[config.mk]
export PLATFORM = sky130hd
export DESIGN_NAME = alu_exec_unit
export DESIGN_NICKNAME = d
export VERILOG_FILES = /design/src/rtl/alu_exec_unit.sv
export SDC_FILE = /design/constraint.sdc
export NUM_CORES = 1
export LEC_CHECK = 0
export ABC_AREA = 1
export BUFFER_PORTS_ARGS = -buffer_cell sky130_fd_sc_hd__buf_4
export CORE_ASPECT_RATIO = 1.5
export CORE_UTILIZATION = 58
export DETAILED_ROUTE_END_ITERATION = 6
export PLACE_DENSITY = 0.92
export REMOVE_ABC_BUFFERS = 1
export SETUP_SLACK_MARGIN = 0.4
export SYNTH_ARGS = -nofsm -noshare
export SYNTH_HDL_FRONTEND = slang
export SYNTH_SLANG_ARGS = --single-unit
[constraint.sdc]
create_clock -name clk -period 2 [get_ports clk]
set_input_delay 0.2 -clock clk [delete_from_list [all_inputs] [get_ports clk]]
set_output_delay 0.2 -clock clk [all_outputs]
set_load 0.05 [all_outputs]
[src/rtl/alu_exec_unit.sv]
// alu_exec_unit: execute-stage arithmetic block.
//   - PC_WIDTH-bit PC incrementer (combinational, wraps modulo 2^PC_WIDTH)
//   - ALU-control decoder: ALUOp + funct -> 4-bit selector (combinational)
//   - WIDTH-bit ALU whose result and zero flag are registered (1-cycle latency)
// Optional build macro: ALU_OVF_EN adds a registered signed-overflow flag OF.
module alu_exec_unit #(
  parameter int WIDTH    = 32,
  parameter int PC_WIDTH = 8,
  parameter int PC_STEP  = 4
) (
  input  logic                clk,
  input  logic                reset,
  input  logic [PC_WIDTH-1:0] operando1,
  output logic [PC_WIDTH-1:0] resultado_add,
  input  logic [5:0]          Func,
  input  logic [2:0]          InOp,
  output logic [3:0]          outOp,
  input  logic [WIDTH-1:0]    operador1,
  input  logic [WIDTH-1:0]    operador2,
  output logic [WIDTH-1:0]    resultado,
  output logic                ZF
`ifdef ALU_OVF_EN
  ,
  output logic                OF
`endif
);

  // ALU selector encodings
  localparam logic [3:0] SEL_AND = 4'b0000;
  localparam logic [3:0] SEL_OR  = 4'b0001;
  localparam logic [3:0] SEL_ADD = 4'b0010;
  localparam logic [3:0] SEL_XOR = 4'b0011;
  localparam logic [3:0] SEL_SUB = 4'b0110;
  localparam logic [3:0] SEL_SLT = 4'b0111;
  localparam logic [3:0] SEL_NOR = 4'b1100;

  // Incrementer constant truncated to the address width so the add wraps
  localparam logic [PC_WIDTH-1:0] PC_INC = PC_WIDTH'(PC_STEP);

  logic [3:0]       sel_next;
  logic [WIDTH-1:0] sum_next;
  logic [WIDTH-1:0] diff_next;
  logic             slt_next;
  logic [WIDTH-1:0] result_next;
  logic [WIDTH-1:0] result_reg;
  logic             zf_reg;

  // PC + step; reset has no effect on this path
  assign resultado_add = operando1 + PC_INC;

  // Decode ALUOp, falling back to the funct field for R-type instructions
  always_comb begin
    sel_next = SEL_ADD;
    case (InOp)
      3'b000: sel_next = SEL_ADD;
      3'b001: sel_next = SEL_SUB;
      3'b010: begin
        case (Func)
          6'b100000: sel_next = SEL_ADD;
          6'b100010: sel_next = SEL_SUB;
          6'b100100: sel_next = SEL_AND;
          6'b100101: sel_next = SEL_OR;
          6'b100110: sel_next = SEL_XOR;
          6'b100111: sel_next = SEL_NOR;
          6'b101010: sel_next = SEL_SLT;
          default:   sel_next = SEL_ADD;
        endcase
      end
      3'b011: sel_next = SEL_AND;
      3'b100: sel_next = SEL_OR;
      3'b101: sel_next = SEL_SLT;
      default: sel_next = SEL_ADD;
    endcase
  end

  assign outOp = sel_next;

  // Shared adder/subtractor outputs; carry-out is intentionally dropped
  assign sum_next  = operador1 + operador2;
  assign diff_next = operador1 - operador2;
  assign slt_next  = $signed(operador1) < $signed(operador2);

  // Select the ALU function for the value captured on the next edge
  always_comb begin
    result_next = '0;
    case (sel_next)
      SEL_AND: result_next = operador1 & operador2;
      SEL_OR:  result_next = operador1 | operador2;
      SEL_ADD: result_next = sum_next;
      SEL_XOR: result_next = operador1 ^ operador2;
      SEL_SUB: result_next = diff_next;
      SEL_NOR: result_next = ~(operador1 | operador2);
      SEL_SLT: result_next = {{(WIDTH-1){1'b0}}, slt_next};
      default: result_next = '0;
    endcase
  end

  // Result and zero-flag register; async low reset leaves a zero result, ZF=1
  always_ff @(posedge clk or negedge reset) begin
    if (!reset) begin
      result_reg <= '0;
      zf_reg     <= 1'b1;
    end else begin
      result_reg <= result_next;
      zf_reg     <= (result_next == '0);
    end
  end

  assign resultado = result_reg;
  assign ZF        = zf_reg;

`ifdef ALU_OVF_EN
  logic of_next;
  logic of_reg;

  // Signed overflow only has meaning for ADD and SUB
  always_comb begin
    of_next = 1'b0;
    case (sel_next)
      SEL_ADD: of_next = (operador1[WIDTH-1] == operador2[WIDTH-1]) &&
                         (sum_next[WIDTH-1] != operador1[WIDTH-1]);
      SEL_SUB: of_next = (operador1[WIDTH-1] != operador2[WIDTH-1]) &&
                         (diff_next[WIDTH-1] != operador1[WIDTH-1]);
      default: of_next = 1'b0;
    endcase
  end

  // Overflow flag travels with the result register
  always_ff @(posedge clk or negedge reset) begin
    if (!reset) begin
      of_reg <= 1'b0;
    end else begin
      of_reg <= of_next;
    end
  end

  assign OF = of_reg;
`endif

endmodule

==> metrics.md, run 1 <==
| Metric | Value |
|---|---|
| Outcome | `did not finish` |
| Halt Stage | `5_1_grt` |
| Error msg | `[ERROR GRT-0116] Global routing finished with congestion. Check the congestion regions in the DRC Viewer.` |
| Total congestion overflow | `1313` |
| Pin count of the biggest net entering global routing | `34` |
| Yosys reg bits | `33` |
| Hpwl dp | `32.3 mm` |
| Largest area contributor in the netlist | `nand2_1` |
| Yosys warns | `0` |
| All-layer global routing usage | `0.953` |
| CTS Root Cell | `clkbuf_16` |
| Die width | `about 100 µm` |
| Unique masters post-synth | `34` |
| Inst Count DP | `roughly 2200` |
| Placed inst area | `around 12000 µm²` |
| Fraction of registers with async set/reset | `1.00` |
| Avg Cell Area, Syn | `5.25 µm²` |
| Clk buf depth | `2` |
| Buffers on Ports | `roughly 120` |
| Top-area cell type share of the netlist area | `0.229` |
| Synthesized cell area | `8420 µm²` |
| Post-synth EDFFs | `0` |
| # rows | `53` |
| Synth area leaders | `nand2_1 23%, inv_1 15%, ha_1 15%, nand3_1 12%, dfrtp_1 9.5%` |
| I/O pin count | `between 100 and 150` |
| Post-Syn Instances | `1604` |
| Initial Util | `0.596` |
| First-pass GRT wire length | `110 mm` |
| Vias in the first global route | `18600` |
| Clock sink count | `33` |
| H-tree levels | `2` |
| Top_reg_cell synth | `dfrtp_1` |
| Total CTS buffers | `5` |
| Sequential area share after synthesis | `0.0982` |
| Die height | `150 µm` |
| GPL Wtd Cong | `1.18` |
-- cells in the mapped netlist, types with 2 or more instances --
library cell / n
nand2_1: 514
buf_2: 35
o21bai_1: 7
nand3_2: 2
inv_1: 343
and2_1: 2
dfrtp_1: 32
nor2_2: 3
nor2_1: 177
nand4_1: 21
ha_1: 98
a21oi_1: 45
nand3_1: 207
nor3_1: 8
xor2_1: 19
clkbuf_1: 3
buf_4: 3
fa_1: 2
buf_6: 5
nand3b_1: 13
inv_2: 3
nor2_4: 3
and3_1: 3
o21ai_0: 26
o21ai_1: 11
nand2_2: 10
a21oi_2: 2
-- kinds of logic after synthesis --
kind of cell | after synthesis | share of synthesized area
and+or+nand+nor | 963 | 0.483
DFF | 33 | 0.0982
AOI/OAI and AO/OA | 96 | 0.0624
adders and majority gates | 100 | 0.150
buffers and inverters | 393 | 0.186
xor gates and xnor gates | 19 | 0.0198
-- per-stage QoR --
stage / hold WS [ns] / worst slack, ns
2_1_floorplan: -0.0956 / -0.339
3_3_place_gp: 0.148 / -0.928
3_5_place_dp: 0.169 / -0.848
4_1_cts: 0.400 / -0.127
-- repair_timing --
| action | 4_1_cts |
|---|---|
| buffers inserted | 32 |
| gates resized for setup | 388 |
| cloned | 5 |
| pin swaps | 88 |
| endpoints found under the setup margin | 36 |
| endpoints found under the hold margin | 32 |
| hold buffers | 1 |
-- routing by layer --
layer  global-route usage  overflow
met1                0.829        19
met2                 1.34      1066
met3                0.638         9
met5                0.280         0
met4                 1.07       219
==> run 2, diff against run 1 <==
--- a/config.mk
+++ b/config.mk
@@ -7,12 +7,10 @@
 export LEC_CHECK = 0
 export ABC_AREA = 1
 export BUFFER_PORTS_ARGS = -buffer_cell sky130_fd_sc_hd__buf_4
-export CORE_ASPECT_RATIO = 1.5
-export CORE_UTILIZATION = 58
+export CORE_UTILIZATION = 40
 export DETAILED_ROUTE_END_ITERATION = 6
-export PLACE_DENSITY = 0.92
+export PLACE_DENSITY_LB_ADDON = 0.15
 export REMOVE_ABC_BUFFERS = 1
-export SETUP_SLACK_MARGIN = 0.4
 export SYNTH_ARGS = -nofsm -noshare
 export SYNTH_HDL_FRONTEND = slang
 export SYNTH_SLANG_ARGS = --single-unit
==> run 2 against run 1 <==
  * Synthesized cell count did not move
  * The flow now finishes, with violations (negative setup slack)
  * Area after synthesis did not move
==> metrics.md, run 2 <==
| Metric | Value |
|---|---|
| Final nets | `2310` |
| Yosys reg bits | `33 (unchanged)` |
| Die area | `21600 µm²` |
| Post-route DRC violation count | `0` |
| Final count of negative-setup-slack endpoints | `7` |
| Mux cell area share after synthesis | `0 (unchanged)` |
| Top-area cell type share of the netlist area | `0.229 (unchanged)` |
| CTS tree | `yes` |
| WL/cell | `17.9 µm` |
| F_max | `449 MHz` |
| Arr. time, crit path | `about 2.4 ns` |
| Hold WS | `0.392 ns` |
| Post-Synth Simple-Gate Area | `0.483 (unchanged)` |
| Main combinational cell family by area after synthesis | `simple AND/OR/NAND/NOR gates (unchanged)` |
| Final WS setup | `-0.226 ns` |
| Worst-path fanout max | `5` |
| Fraction of layout cells with a size suffix above 1 | `0.497` |
| Final period utilization | `1.11` |
| Critical Path Start | `Func[4]` |
| Critical setup path kind | `in -> reg` |
| Sequential area share after synthesis | `0.0982 (unchanged)` |
| Final antenna-violating net count | `0` |
| Count leader, synth | `nand2_1 (unchanged)` |
| Synth area leaders | `nand2_1 23%, inv_1 15%, ha_1 15%, nand3_1 12%, dfrtp_1 9.5% (unchanged)` |
| All-layer global routing usage | `0.378` |
| Total design power | `just over 0.007 W` |
| Largest area contributor in the netlist | `nand2_1 (unchanged)` |
| Post-synth EDFFs | `0 (unchanged)` |
| Overall routed net length | `42.9 mm` |
| Setup crit start kind | `input port` |
| Clock sink count | `33 (unchanged)` |
| Die width | `147 µm (was 100 µm)` |
| CTS Root Cell | `clkbuf_16 (unchanged)` |
| Maxcap violations | `0` |
| Initial antenna violation count | `0` |
| RSZ-0062 raised after global routing | `yes` |
| Relative slew slack | `0.676` |
| VDD IR max | `0.295 mV` |
| Synth Area in Compound Gates | `0.0624 (unchanged)` |
| Hpwl dp | `31.5 mm (was 32.3 mm)` |
| P&R area growth vs syn | `83.6%` |
| Post-Synth Adder-Cell Area | `0.150 (unchanged)` |
| Max FFs per register | `32` |
| Xor/xnor cell area share of the yosys netlist | `0.0198 (unchanged)` |
| Die height | `147 µm (was 150 µm)` |
| Synthesized cell area | `8420 µm² (unchanged)` |
| GPL Wtd Cong | `1.02 (was 1.18)` |
| Unique masters post-synth | `34 (unchanged)` |
| Final min period | `2.23 ns` |
| Fraction of registers with async set/reset | `1.00 (unchanged)` |
| Most frequent cells in the layout | `478 x buf_4, 370 x nand2_1, 253 x inv_1` |
| I/O pin count | `128 (unchanged)` |
| Most common cell after layout, fill and taps aside | `buf_4` |
| Clk buf depth | `2 (unchanged)` |
| Top_reg_cell synth | `dfrtp_1 (unchanged)` |
| Post-Syn Instances | `1604 (unchanged)` |
| Pwr Density | `463 nW/µm²` |
| Post-synth top cells | `514 x nand2_1, 343 x inv_1, 207 x nand3_1, 177 x nor2_1, 98 x ha_1 (unchanged)` |
| Worst-Margin Slew | `0.486 ns` |
| Clock transition at path regs | `0.05 ns` |
| Final Hold Fails | `0` |
| Buffers on Ports | `123 (unchanged)` |
| # rows | `52 (was 53)` |
| Initial Util | `0.412 (was 0.596)` |
| Via-per-instance ratio | `approximately 5.2` |
| Leakage | `between 8 and 9 nW` |
| Initial DRT Pass Iterations | `6` |
| Outcome | `finished, violations left (was did not finish)` |
| Total congestion overflow | `0` |
| H-tree levels | `2 (unchanged)` |
| Required time worst endpoint | `approximately 2.2 ns` |
| Vias in the first global route | `around 12000` |
| Pin count of the biggest net entering global routing | `34` |
| Slew Limit Fails | `0` |
| Failing checks | `negative setup slack` |
| First-pass GRT wire length | `between 60 and 70 mm` |
| Yosys warns | `0 (unchanged)` |
| HP Class | `in -> async` |
| Avg Cell Area, Syn | `5.25 µm² (unchanged)` |
| Core area | `20400 µm²` |
| Worst setup EP type | `flop` |
| Crit path to | `ZF` |
| ANT cells | `0` |
| Starting DRT DRC Count | `1194` |
| Vias | `between 10000 and 15000` |
| Total CTS buffers | `5 (unchanged)` |
[run 2: layout make-up]
| cell class | count | area [µm²] |
|---|---|---|
| sequential | 33 | 827 |
| timing repair buffer | 560 | 4780 |
| inverter | 347 | 1370 |
| multi-input combinational | 1180 | 8010 |
| fill | 1683 | 4970 |
| clock inverter | 2 | 10.0 |
| tap | 270 | 338 |
| clock buffer | 6 | 129 |
[run 2: repair_timing]
item / CTS / global route
hold buffers: 1 / 0
pin swaps: 97 / 175
setup endpoints to repair: 14 / 12
cloned: 5 / 1
gates resized for setup: 349 / 338
hold endpoints to repair: 32 / 0
setup buffers: 56 / 42
[run 2: report_power, final]
part	switching, W	internal [W]
registers	0.0000400	0.000815
logic	0.00320	0.00239
clock network	0.000262	0.000456
total	0.00350	0.00366
[run 2: worst min path at each step]
stage	to	slack [ns]	cells after the start
6_report	resultado[3]	0.39	2
5_1_grt	resultado_add[0]	0.40	0
4_1_cts	resultado_add[0]	0.40	0
3_5_place_dp	resultado[2]	0.15	1
3_3_place_gp	resultado[4]	0.14	1
2_1_floorplan	resultado[0]	-0.1	0
[run 2: cell families after synthesis]
kind of cell | after synthesis
fa+ha+maj | 100
compound gates | 96
xor+xnor | 19
flops | 33
simple gates | 963
buf+inv | 393
[run 2: critical path, stage by stage]
cell     delay (ns)
buf_4          0.13
inv_2          0.05
nand2_2        0.07
nor2_4         0.17
nand2_2        0.09
nand2_2        0.08
nand2_4        0.07
nand2_4        0.09
buf_12         0.11
buf_12         0.11
nor2_4         0.07
buf_4          0.15
nand3_1        0.07
nand2_1        0.07
inv_2          0.07
nand4_1        0.23
nor2_1         0.19
nand2_1        0.09
nor2_2         0.15
nand2_2        0.08
nor2_4         0.09
[run 2: layer usage]
| metal | GRT usage | vias up | wire, µm |
|---|---|---|---|
| met5 | 0 | - | 0 |
| met4 | 0.166 | 0 | 2030 |
| met3 | 0.0839 | 125 | 4260 |
| met2 | 0.607 | 633 | 19300 |
| met1 | 0.484 | 5694 | 17300 |
| li1 | - | 5922 | - |
[run 2: per-stage QoR]
| stage | instance area [µm²] | util | cells | setup slack [ns] | setup TNS [ns] |
|---|---|---|---|---|---|
| global placement | 12200 | 0.595 | 2290 | -0.702 | -8.43 |
| floorplan | 8150 | - | 1558 | -0.339 | -1.60 |
| global route | 15500 | 0.757 | 2398 | -0.312 | -1.15 |
| finish | 15500 | 0.757 | 2398 | -0.226 | -0.561 |
| CTS | 14100 | 0.692 | 2359 | -0.0552 | -0.0552 |
| detailed placement | 12200 | 0.595 | 2290 | -0.792 | -9.34 |
(Power assumes the default switching activity.)
